==> config.mk <==
export PLATFORM = sky130hd
export DESIGN_NAME = mcycle_unit_flat
export DESIGN_NICKNAME = d
export VERILOG_FILES = /design/src/rtl/mcycle_pkg.sv /design/src/rtl/mcycle_if.sv /design/src/rtl/mcycle_signfix.sv /design/src/rtl/mcycle_unit.sv /design/src/flat_wrapper.sv
export SDC_FILE = /design/constraint.sdc
export NUM_CORES = 1
export LEC_CHECK = 0
export ABC_AREA = 1
export CAP_MARGIN = 30
export CORE_MARGIN = 3
export CORE_UTILIZATION = 45
export DETAILED_ROUTE_END_ITERATION = 16
export PLACE_DENSITY_LB_ADDON = 0.3
export REMOVE_ABC_BUFFERS = 1
export SLEW_MARGIN = 25
export SYNTH_ARGS = -nofsm -noshare
export SYNTH_HDL_FRONTEND = slang
export SYNTH_SLANG_ARGS = --single-unit
==> constraint.sdc <==
create_clock -name CLK -period 9.07 [get_ports CLK]
set_input_delay 1.3605 -clock CLK [delete_from_list [all_inputs] [get_ports CLK]]
set_output_delay 1.3605 -clock CLK [all_outputs]
set_load 0.05 [all_outputs]
==> src/rtl/mcycle_pkg.sv <==
// mcycle_pkg: shared encodings, FSM state type and counter sizing
// for the iterative multiply/divide unit.
package mcycle_pkg;

  localparam logic OP_MUL      = 1'b0;
  localparam logic OP_DIV      = 1'b1;
  localparam logic OP_SIGNED   = 1'b0;
  localparam logic OP_UNSIGNED = 1'b1;

  typedef enum logic [1:0] {
    S_IDLE,
    S_COMPUTE,
    S_DONE
  } state_t;

  function automatic int cnt_width(input int width);
    return $clog2(width) + 1;
  endfunction

endpackage

==> src/rtl/mcycle_if.sv <==
// mcycle_if: Execute-stage request / result bundle of the
// multi-cycle unit. master = Execute stage, slave = mcycle_unit.
interface mcycle_if #(
  parameter int WIDTH = 32
);

  logic             Start;
  logic [1:0]       MCycleOp;
  logic [WIDTH-1:0] Operand1;
  logic [WIDTH-1:0] Operand2;
  logic [3:0]       WA3;
  logic [3:0]       MCycleWA3;
  logic [WIDTH-1:0] Result1;
  logic [WIDTH-1:0] Result2;
  logic             Busy;
  logic             Done;

  modport master (
    output Start,
    output MCycleOp,
    output Operand1,
    output Operand2,
    output WA3,
    input  MCycleWA3,
    input  Result1,
    input  Result2,
    input  Busy,
    input  Done
  );

  modport slave (
    input  Start,
    input  MCycleOp,
    input  Operand1,
    input  Operand2,
    input  WA3,
    output MCycleWA3,
    output Result1,
    output Result2,
    output Busy,
    output Done
  );

endinterface

==> src/rtl/mcycle_signfix.sv <==
// mcycle_signfix: conditional two's-complement negate, used for
// operand magnitudes and for result sign correction.
module mcycle_signfix #(
  parameter int W = 32
) (
  input  logic         neg,
  input  logic [W-1:0] din,
  output logic [W-1:0] dout
);

  assign dout = neg ? ((~din) + W'(1)) : din;

endmodule

==> src/rtl/mcycle_unit.sv <==
// mcycle_unit: iterative shift-add multiply / restoring divide.
// MCYCLE_EARLY_TERM_EN: multiply stops once the multiplier drains.
module mcycle_unit
  import mcycle_pkg::*;
#(
  parameter int WIDTH = 32
) (
  input logic   CLK,
  input logic   RESET,
  mcycle_if.slave bus
);

  localparam int CW = cnt_width(WIDTH);
  localparam int W2 = 2 * WIDTH;

  state_t state, state_n;

  logic             load;
  logic             step;
  logic             last;

  logic             is_div;
  logic             neg_q;
  logic             neg_r;
  logic [CW-1:0]    cnt;

  logic [W2-1:0]    a_q;
  logic [W2-1:0]    p_q;
  logic [WIDTH-1:0] b_q;

  logic [W2-1:0]    a_n;
  logic [W2-1:0]    p_n;
  logic [WIDTH-1:0] b_n;

  logic [WIDTH-1:0] res1;
  logic [WIDTH-1:0] res2;
  logic [3:0]       wa3_q;
  logic             busy_q;
  logic             done_q;

  logic             sgn;
  logic             s1;
  logic             s2;
  logic             op2_zero;
  logic [WIDTH-1:0] mag1;
  logic [WIDTH-1:0] mag2;

  logic [WIDTH:0]   shifted;
  logic [WIDTH-1:0] rem_sub;
  logic             ge;

  logic [W2-1:0]    prod_fix;
  logic [WIDTH-1:0] quo_fix;
  logic [WIDTH-1:0] rem_fix;

  assign sgn      = (bus.MCycleOp[0] == OP_SIGNED);
  assign s1       = sgn & bus.Operand1[WIDTH-1];
  assign s2       = sgn & bus.Operand2[WIDTH-1];
  assign op2_zero = (bus.Operand2 == '0);

  mcycle_signfix #(.W(WIDTH)) u_mag1 (
    .neg  (s1),
    .din  (bus.Operand1),
    .dout (mag1)
  );

  mcycle_signfix #(.W(WIDTH)) u_mag2 (
    .neg  (s2),
    .din  (bus.Operand2),
    .dout (mag2)
  );

  // p_q holds the product for multiply, {rem, quo} for divide
  assign shifted = p_q[W2-1:WIDTH-1];
  assign ge      = (shifted >= {1'b0, b_q});
  assign rem_sub = shifted[WIDTH-1:0] - b_q;

  always_comb begin
    a_n = a_q;
    b_n = b_q;
    p_n = p_q;
    if (is_div) begin
      p_n = {(ge ? rem_sub : shifted[WIDTH-1:0]),
             p_q[WIDTH-2:0], ge};
    end else begin
      p_n = b_q[0] ? (p_q + a_q) : p_q;
      a_n = a_q << 1;
      b_n = b_q >> 1;
    end
  end

  always_comb begin
    last = (cnt == '0);
`ifdef MCYCLE_EARLY_TERM_EN
    if (!is_div && (b_n == '0)) begin
      last = 1'b1;
    end
`endif
  end

  mcycle_signfix #(.W(W2)) u_prod_fix (
    .neg  (neg_q),
    .din  (p_n),
    .dout (prod_fix)
  );

  mcycle_signfix #(.W(WIDTH)) u_quo_fix (
    .neg  (neg_q),
    .din  (p_n[WIDTH-1:0]),
    .dout (quo_fix)
  );

  mcycle_signfix #(.W(WIDTH)) u_rem_fix (
    .neg  (neg_r),
    .din  (p_n[W2-1:WIDTH]),
    .dout (rem_fix)
  );

  always_comb begin
    state_n = state;
    load    = 1'b0;
    step    = 1'b0;
    unique case (state)
      S_IDLE: begin
        if (bus.Start) begin
          load    = 1'b1;
          state_n = S_COMPUTE;
        end
      end
      S_COMPUTE: begin
        step = 1'b1;
        if (last) begin
          state_n = S_DONE;
        end
      end
      S_DONE: begin
        state_n = S_IDLE;
      end
      default: begin
        state_n = S_IDLE;
      end
    endcase
  end

  always_ff @(posedge CLK or posedge RESET) begin
    if (RESET) begin
      state  <= S_IDLE;
      busy_q <= 1'b0;
      done_q <= 1'b0;
      is_div <= 1'b0;
      neg_q  <= 1'b0;
      neg_r  <= 1'b0;
      cnt    <= '0;
      a_q    <= '0;
      b_q    <= '0;
      p_q    <= '0;
      res1   <= '0;
      res2   <= '0;
      wa3_q  <= '0;
    end else begin
      state  <= state_n;
      busy_q <= (state_n == S_COMPUTE);
      done_q <= (state_n == S_DONE);
      if (load) begin
        is_div <= (bus.MCycleOp[1] == OP_DIV);
        // a zero divisor keeps the all-ones quotient unsigned-looking
        neg_q  <= (s1 ^ s2) &
                  ~((bus.MCycleOp[1] == OP_DIV) & op2_zero);
        neg_r  <= s1;
        cnt    <= CW'(WIDTH - 1);
        a_q    <= {{WIDTH{1'b0}}, mag1};
        b_q    <= mag2;
        p_q    <= (bus.MCycleOp[1] == OP_DIV) ?
                  {{WIDTH{1'b0}}, mag1} : '0;
        wa3_q  <= bus.WA3;
      end else if (step) begin
        cnt <= cnt - CW'(1);
        a_q <= a_n;
        b_q <= b_n;
        p_q <= p_n;
        if (last) begin
          res1 <= is_div ? quo_fix : prod_fix[WIDTH-1:0];
          res2 <= is_div ? rem_fix : prod_fix[W2-1:WIDTH];
        end
      end
    end
  end

  assign bus.Busy      = busy_q;
  assign bus.Done      = done_q;
  assign bus.Result1   = res1;
  assign bus.Result2   = res2;
  assign bus.MCycleWA3 = wa3_q;

endmodule

==> src/flat_wrapper.sv <==
// flat-port wrapper written by rule: the top's interface ports become plain ports
module mcycle_unit_flat import mcycle_pkg::*;
#(
  parameter int WIDTH = 32
)
  (CLK, RESET, bus_Start, bus_MCycleOp, bus_Operand1, bus_Operand2, bus_WA3, bus_MCycleWA3, bus_Result1, bus_Result2, bus_Busy, bus_Done);
  mcycle_if #(.WIDTH(WIDTH)) bus_i ();
  input logic CLK;
  input logic RESET;
  input wire logic [$bits(bus_i.Start)-1:0] bus_Start;
  input wire logic [$bits(bus_i.MCycleOp)-1:0] bus_MCycleOp;
  input wire logic [$bits(bus_i.Operand1)-1:0] bus_Operand1;
  input wire logic [$bits(bus_i.Operand2)-1:0] bus_Operand2;
  input wire logic [$bits(bus_i.WA3)-1:0] bus_WA3;
  output wire logic [$bits(bus_i.MCycleWA3)-1:0] bus_MCycleWA3;
  output wire logic [$bits(bus_i.Result1)-1:0] bus_Result1;
  output wire logic [$bits(bus_i.Result2)-1:0] bus_Result2;
  output wire logic [$bits(bus_i.Busy)-1:0] bus_Busy;
  output wire logic [$bits(bus_i.Done)-1:0] bus_Done;
  assign bus_i.Start = bus_Start;
  assign bus_i.MCycleOp = bus_MCycleOp;
  assign bus_i.Operand1 = bus_Operand1;
  assign bus_i.Operand2 = bus_Operand2;
  assign bus_i.WA3 = bus_WA3;
  assign bus_MCycleWA3 = bus_i.MCycleWA3;
  assign bus_Result1 = bus_i.Result1;
  assign bus_Result2 = bus_i.Result2;
  assign bus_Busy = bus_i.Busy;
  assign bus_Done = bus_i.Done;
  mcycle_unit #(.WIDTH(WIDTH)) u_core (.CLK(CLK), .RESET(RESET), .bus(bus_i));
endmodule
### Yosys cells after proc, flatten, opt, wreduce, memory -nomap -nowiden

Cells that the tools add are included.

* add/sub/neg operators: 8
* $lt $le $gt $ge: 1
* equal/unequal tests: 4
* muxes and demuxes: 27
* bitwise gates (word level): 13
* reductions and logical operators: 6

Operators by type and width (number)
* two-way mux 64 bit: 8
* two-way mux 32 bit: 11
* adder 32 x 1 -> 32 bit, second input constant: 4
* NOT 32 bit: 4
* adder 64 x 1 -> 64 bit, second input constant: 1
* adder 64 bit: 1
* NOT 64 bit: 1
* greater-or-equal comparator 33 x 32 -> 1 bit: 1
* logical NOT 32 bit: 1
* subtractor 32 bit: 1
* two-way mux 6 bit: 2
* logical NOT 6 bit: 1
* subtractor 6 x 1 -> 6 bit, second input constant: 1
* bitwise AND 1 bit: 4
* equality test 2 x 1 -> 1 bit, second input constant: 2
* two-way mux 2 bit: 2
* case mux 2 bit (2 select lines): 1
* two-way mux 1 bit: 3
* NOT 1 bit: 3
* AND reduction 3 bit: 1
* equality test 2 bit, second input constant: 1
* logical NOT 2 bit: 1
* != test 2 x 1 -> 1 bit, second input constant: 1
* AND reduction 2 bit: 1
* 2 further kinds: 2

* bits in registers: 241
* bits of input ports: 73
* output and inout port bits: 70
* word-level logic and storage cells: 72

### Longest topological paths before layout

* word-level depth: 7
* mapped depth: 33
* gate-level depth less buffers: 33

### By module

From an unflattened synthesis, not the netlist that was laid out.

* cell total of the unflattened synthesis: 4828
* area total of the unflattened synthesis: 27311.2 µm²

By module, submodules not included
* mcycle_unit: times used 1, cells each 3434, area an instance 20514.7 µm², sequential area each 6030.8 µm²
* mcycle_signfix at u_core.u_mag1 ...: times used 4, cells each 227, area an instance 1108.6 µm², sequential area each 0.0 µm²
* mcycle_signfix at u_core.u_prod_fix: times used 1, cells each 486, area an instance 2362.3 µm², sequential area each 0.0 µm²

### Worst setup path before layout

No wires, ideal clock.

* kind: input to register
* start point: input port bus_Operand1[0]
* end point: register u_core.p_q[30]
* data arrival time: 3.523 ns
* data required time: 8.983 ns
* slack: 5.460 ns
* stages on the path: 18
* path buffers: 0
* cells stage by stage: inv_1 ha_1 inv_1 nor3_1 nand2_1 nor3_1 nand2_1 nor3_1 nand2_1 nor3_1 nand3_1 nor2_1 nand3b_1 nand2_1 o21ai_0 xor2_1 nand2_1 a22oi_1

* word-level cells in the longest chain between the ends: 5

RTL lines
* from (decl): line flat_wrapper.sv:12 `input wire logic [$bits(bus_i.Operand1)-1:0] bus_Operand1;`
* NOT 32 bit: line mcycle_signfix.sv:11 `assign dout = neg ? ((~din) + W'(1)) : din;`
* adder 32 x 1 -> 32 bit: line mcycle_signfix.sv:11
* two-way mux 32 bit: line mcycle_signfix.sv:11
* two-way mux 32 bit: line mcycle_unit.sv:173 `p_q <= (bus.MCycleOp[1] == OP_DIV) ?`
* two-way mux 64 bit: line mcycle_unit.sv:164 `if (load) begin`
* to (signal assigned): line mcycle_unit.sv:173
* to (signal assigned): line mcycle_unit.sv:180 `p_q <= p_n;`
* to (decl): line mcycle_unit.sv:28 `logic [W2-1:0] p_q;`

No other way between the ends.
A chain may end at the register's enable or synchronous reset.

### Final worst setup path

* start point: register u_core.is_div
* end point: register u_core.res2[30] (netlist: u_core.bus.Result2[30])

* word-level cells in the longest chain between the ends: 5
* elaborated cells between the ends (all ways): 8
* those cells by class: add/sub: 2; mux: 4; bitwise: 2

RTL lines
* from (decl): line mcycle_unit.sv:22 `logic is_div;`
* from (signal assigned): line mcycle_unit.sv:165 `is_div <= (bus.MCycleOp[1] == OP_DIV);`
* two-way mux 64 bit: line mcycle_unit.sv:82 `if (is_div) begin`
* NOT 64 bit / NOT 32 bit (equally long branches): line mcycle_signfix.sv:11
* adder 64 x 1 -> 64 bit / adder 32 x 1 -> 32 bit (equally long branches): line mcycle_signfix.sv:11
* two-way mux 64 bit / two-way mux 32 bit (equally long branches): line mcycle_signfix.sv:11
* two-way mux 32 bit *: line mcycle_unit.sv:183 `res2 <= is_div ? rem_fix : prod_fix[W2-1:WIDTH];`
* to (signal assigned): line mcycle_unit.sv:183
* to (decl): line mcycle_unit.sv:36 `logic [WIDTH-1:0] res2;`

Mark *: on every way between the ends. The rest lies on a longest branch, timed or not.

==> flow_summary.toml <==
[clock_network]
cts_root_buffer = "clkbuf_16"
clkSlewWorstSetupHoldPaths_ns = 0.06
clkLatencyLatePin_ns = 0.62
cts_tree = "done"
cts_setup_buffers = 0
cts-buffers-inserted = 29
cts.sinks = 241
htreeDepth = 1
hold_buffers = 0
cts_resized = 0
clockBufferDepth = 3

[logic_synthesis]
yosysTopAreaCell = "dfrtp_1"
yosysSeqAreaShare_pct = 25.9
synth.distinct_cells = 60
synth_seq_cells = 241
synthesis.area_um2 = 23200
synth_common_cells = "1339 x nand2_1, 553 x inv_1, 315 x nor2_1"
yosys-top-cells-area = "dfrtp_1 26%, nand2_1 22%, inv_1 8.9%"
yosysWarnings = 0
synth-async-reset-ratio_pct = 100
syn_inst = 3874
synthFlopType = "dfrtp_1"
syn_area_per_cell_um2 = 6.00
synth_top_area_share_pct = 25.9
yosysMostFrequentCell = "nand2_1"
synth_edf_count = 0

[drt]
ant_nets = 0
num_vias = 25600
drt_iter0_drc = 2716
routed_via_density = 5.52
wl_per_cell_um = 18.7
drcViolationCount = 0
wirelength_um = 86700
first_pass_iters = 6

[die]
die_w_um = 233
coreArea_um2 = 50600
die_h_um = 233
rows = 82
initial_core_util_pct = 46.0
die_area_um2 = 54400
boundaryPins = 143

[placed_design]
dp_cells = 4590
post_dp_cell_area_um2 = 25200
gp_congestion = 1.05
io_buffer_count = 142
place_hpwl_um = 67100

[final_layout]
drive_gt1_share_pct = 4.98
fin_nets = 4126
instances_no_fill = 4645
fillers = 5302
final_area_um2 = 26300
n_antenna_cell = 0
area_growth_pct = 13.0

[worst_setup_path]
worstSetupStartpointType = "flip-flop"
crit_arrival_ns = 5.05
worstPathRequired_ns = 9.60
crit_fanout = 67
endpoint_kind = "flip-flop"
critical_path_class = "flip-flop to flip-flop"

[sta]
finalSetupViolCount = 0
clock.fmax_ghz = 0.221
worstMarginPinSlew_ns = 0.828
relSlewSlack_pct = 44.8
period_share_pct = 49.8
hold_viol = 0
clock_skew_ns = 0.0280
rsz0062_at_grt = "no"
final-max-slew-violation-count = 0
finalCriticalPeriod_ns = 4.52

[job]
cap_violations = 0

[power]
ir_drop_mv = 0.137
p_leak_nw = 13.5
powerDensity_nw_per_um2 = 94.2

[status]
status = "complete, no violations"

[grt]
grt_usage_pct = 31.3
antenna_found_initial = 0
grt_pass1_wl_um = 133000
grt_max_degree = 189
gr-total-overflow = 0
grt_pass1_vias = 23100

[min_path]
hold_path.class = "flip-flop to flip-flop"
[placed cells by master (no fill, tap or decap), types with 76 or more instances in the layout]
cell type,count
inv_1,550
nor2_1,312
nand3_1,295
nand2_1,1339
a21oi_1,191
o21ai_0,222
xor2_1,76
dfrtp_1,238
ha_1,100
clkdlybuf4s50_1,142
[path summary, 6_finish.rpt]
check                      depth (start not counted)                     from                      end  slack [ns]
max reg2reg                                       21            u_core.is_div   u_core.bus.Result2[30]        4.55
max                                               21            u_core.is_div   u_core.bus.Result2[30]        4.55
min in group asynchronous                          2                    RESET           u_core.a_q[35]        1.15
min                                                2  u_core.bus.MCycleWA3[1]  u_core.bus.MCycleWA3[1]        0.47
max in group asynchronous                          4                    RESET            u_core.is_div        6.37
min reg2reg                                        2  u_core.bus.MCycleWA3[1]  u_core.bus.MCycleWA3[1]        0.47
[stage by stage]
stage | setup slack, ns | utilization, % | TNS (ns) | hold WS [ns] | power, mW
floorplan | -3.52 | - | -261.95 | 0.461 | 1.15
global placement | 4.39 | 49.8 | 0 | 0.454 | 1.21
detailed placement | 4.31 | 49.8 | 0 | 0.457 | 1.21
CTS | 4.67 | 51.8 | 0 | 0.472 | 2.49
global route | 4.12 | 51.9 | 0 | 0.491 | 2.54
finish | 4.55 | 51.9 | 0 | 0.470 | 2.48
[report_power, final]
group          internal, mW  leakage [nW]  switching (mW)
sequential             1.08          3.19               0
clock                 0.762         0.504           0.519
combinational        0.0490          9.84          0.0707
total                  1.89          13.5           0.589
[registers in the layout (all words and copies together) (netlist names)]
signal	count
u_core.state	2
u_core.bus.Result1	32
u_core.neg_q	1
u_core.cnt	6
u_core.bus.MCycleWA3	4
u_core.b_q	32
u_core.is_div	1
u_core.bus.Busy	1
u_core.p_q	64
u_core.bus.Done	1
u_core.a_q	64
u_core.bus.Result2	32
u_core.neg_r	1
[area by class of cell]
class	count	area (um2)	share of cell area (%)
timing repair buffer	163	1630	6.21
clock inverter	15	218	0.829
clock buffer	38	800	3.04
multi-input combinational	2938	14600	55.4
tap	672	841	3.20
inverter	578	2180	8.29
sequential	241	6040	23.0
[cells by family (layout without fill, tap and decap cells)]
family                   after synthesis  in the layout  synth area share, %
adder cells (fa/ha/maj)              102            102                 5.55
XOR/XNOR                              97             97                 3.65
AO/OA/AOI/OAI                        608            608                 14.9
AND/OR/NAND/NOR                     2131           2131                 38.5
buffers and inverters                695            794                 11.5
flip-flops                           241            241                 25.9
[critical path, stage by stage, from the launching register on]
cell and delay (ns):
dfrtp_4 0.93, buf_4 0.72, nand3_4 0.37, nand2_2 0.23, ha_1 0.16, inv_1 0.05
nor2_1 0.09, nand3_1 0.11, nor2_1 0.10, nand2_1 0.09, nor2_2 0.13, nand3_1 0.11
nor2_1 0.18, nand2_1 0.08, nor2_1 0.21, nand3_1 0.14, nand3b_1 0.20, nand2_1 0.14
nand3_1 0.11, nand2_1 0.07, nand3_1 0.11, nand2_1 0.09
[metal layers]
metal	vias to the layer above	share of wire (%)	global-route usage, %
met2	1257	43	48.1
met5	-	0	0
met4	0	6.0	15.9
li1	12500	-	-
met3	189	9.3	4.33
met1	11600	42	42.9
No activity file was read; power rests on OpenSTA's default activity.
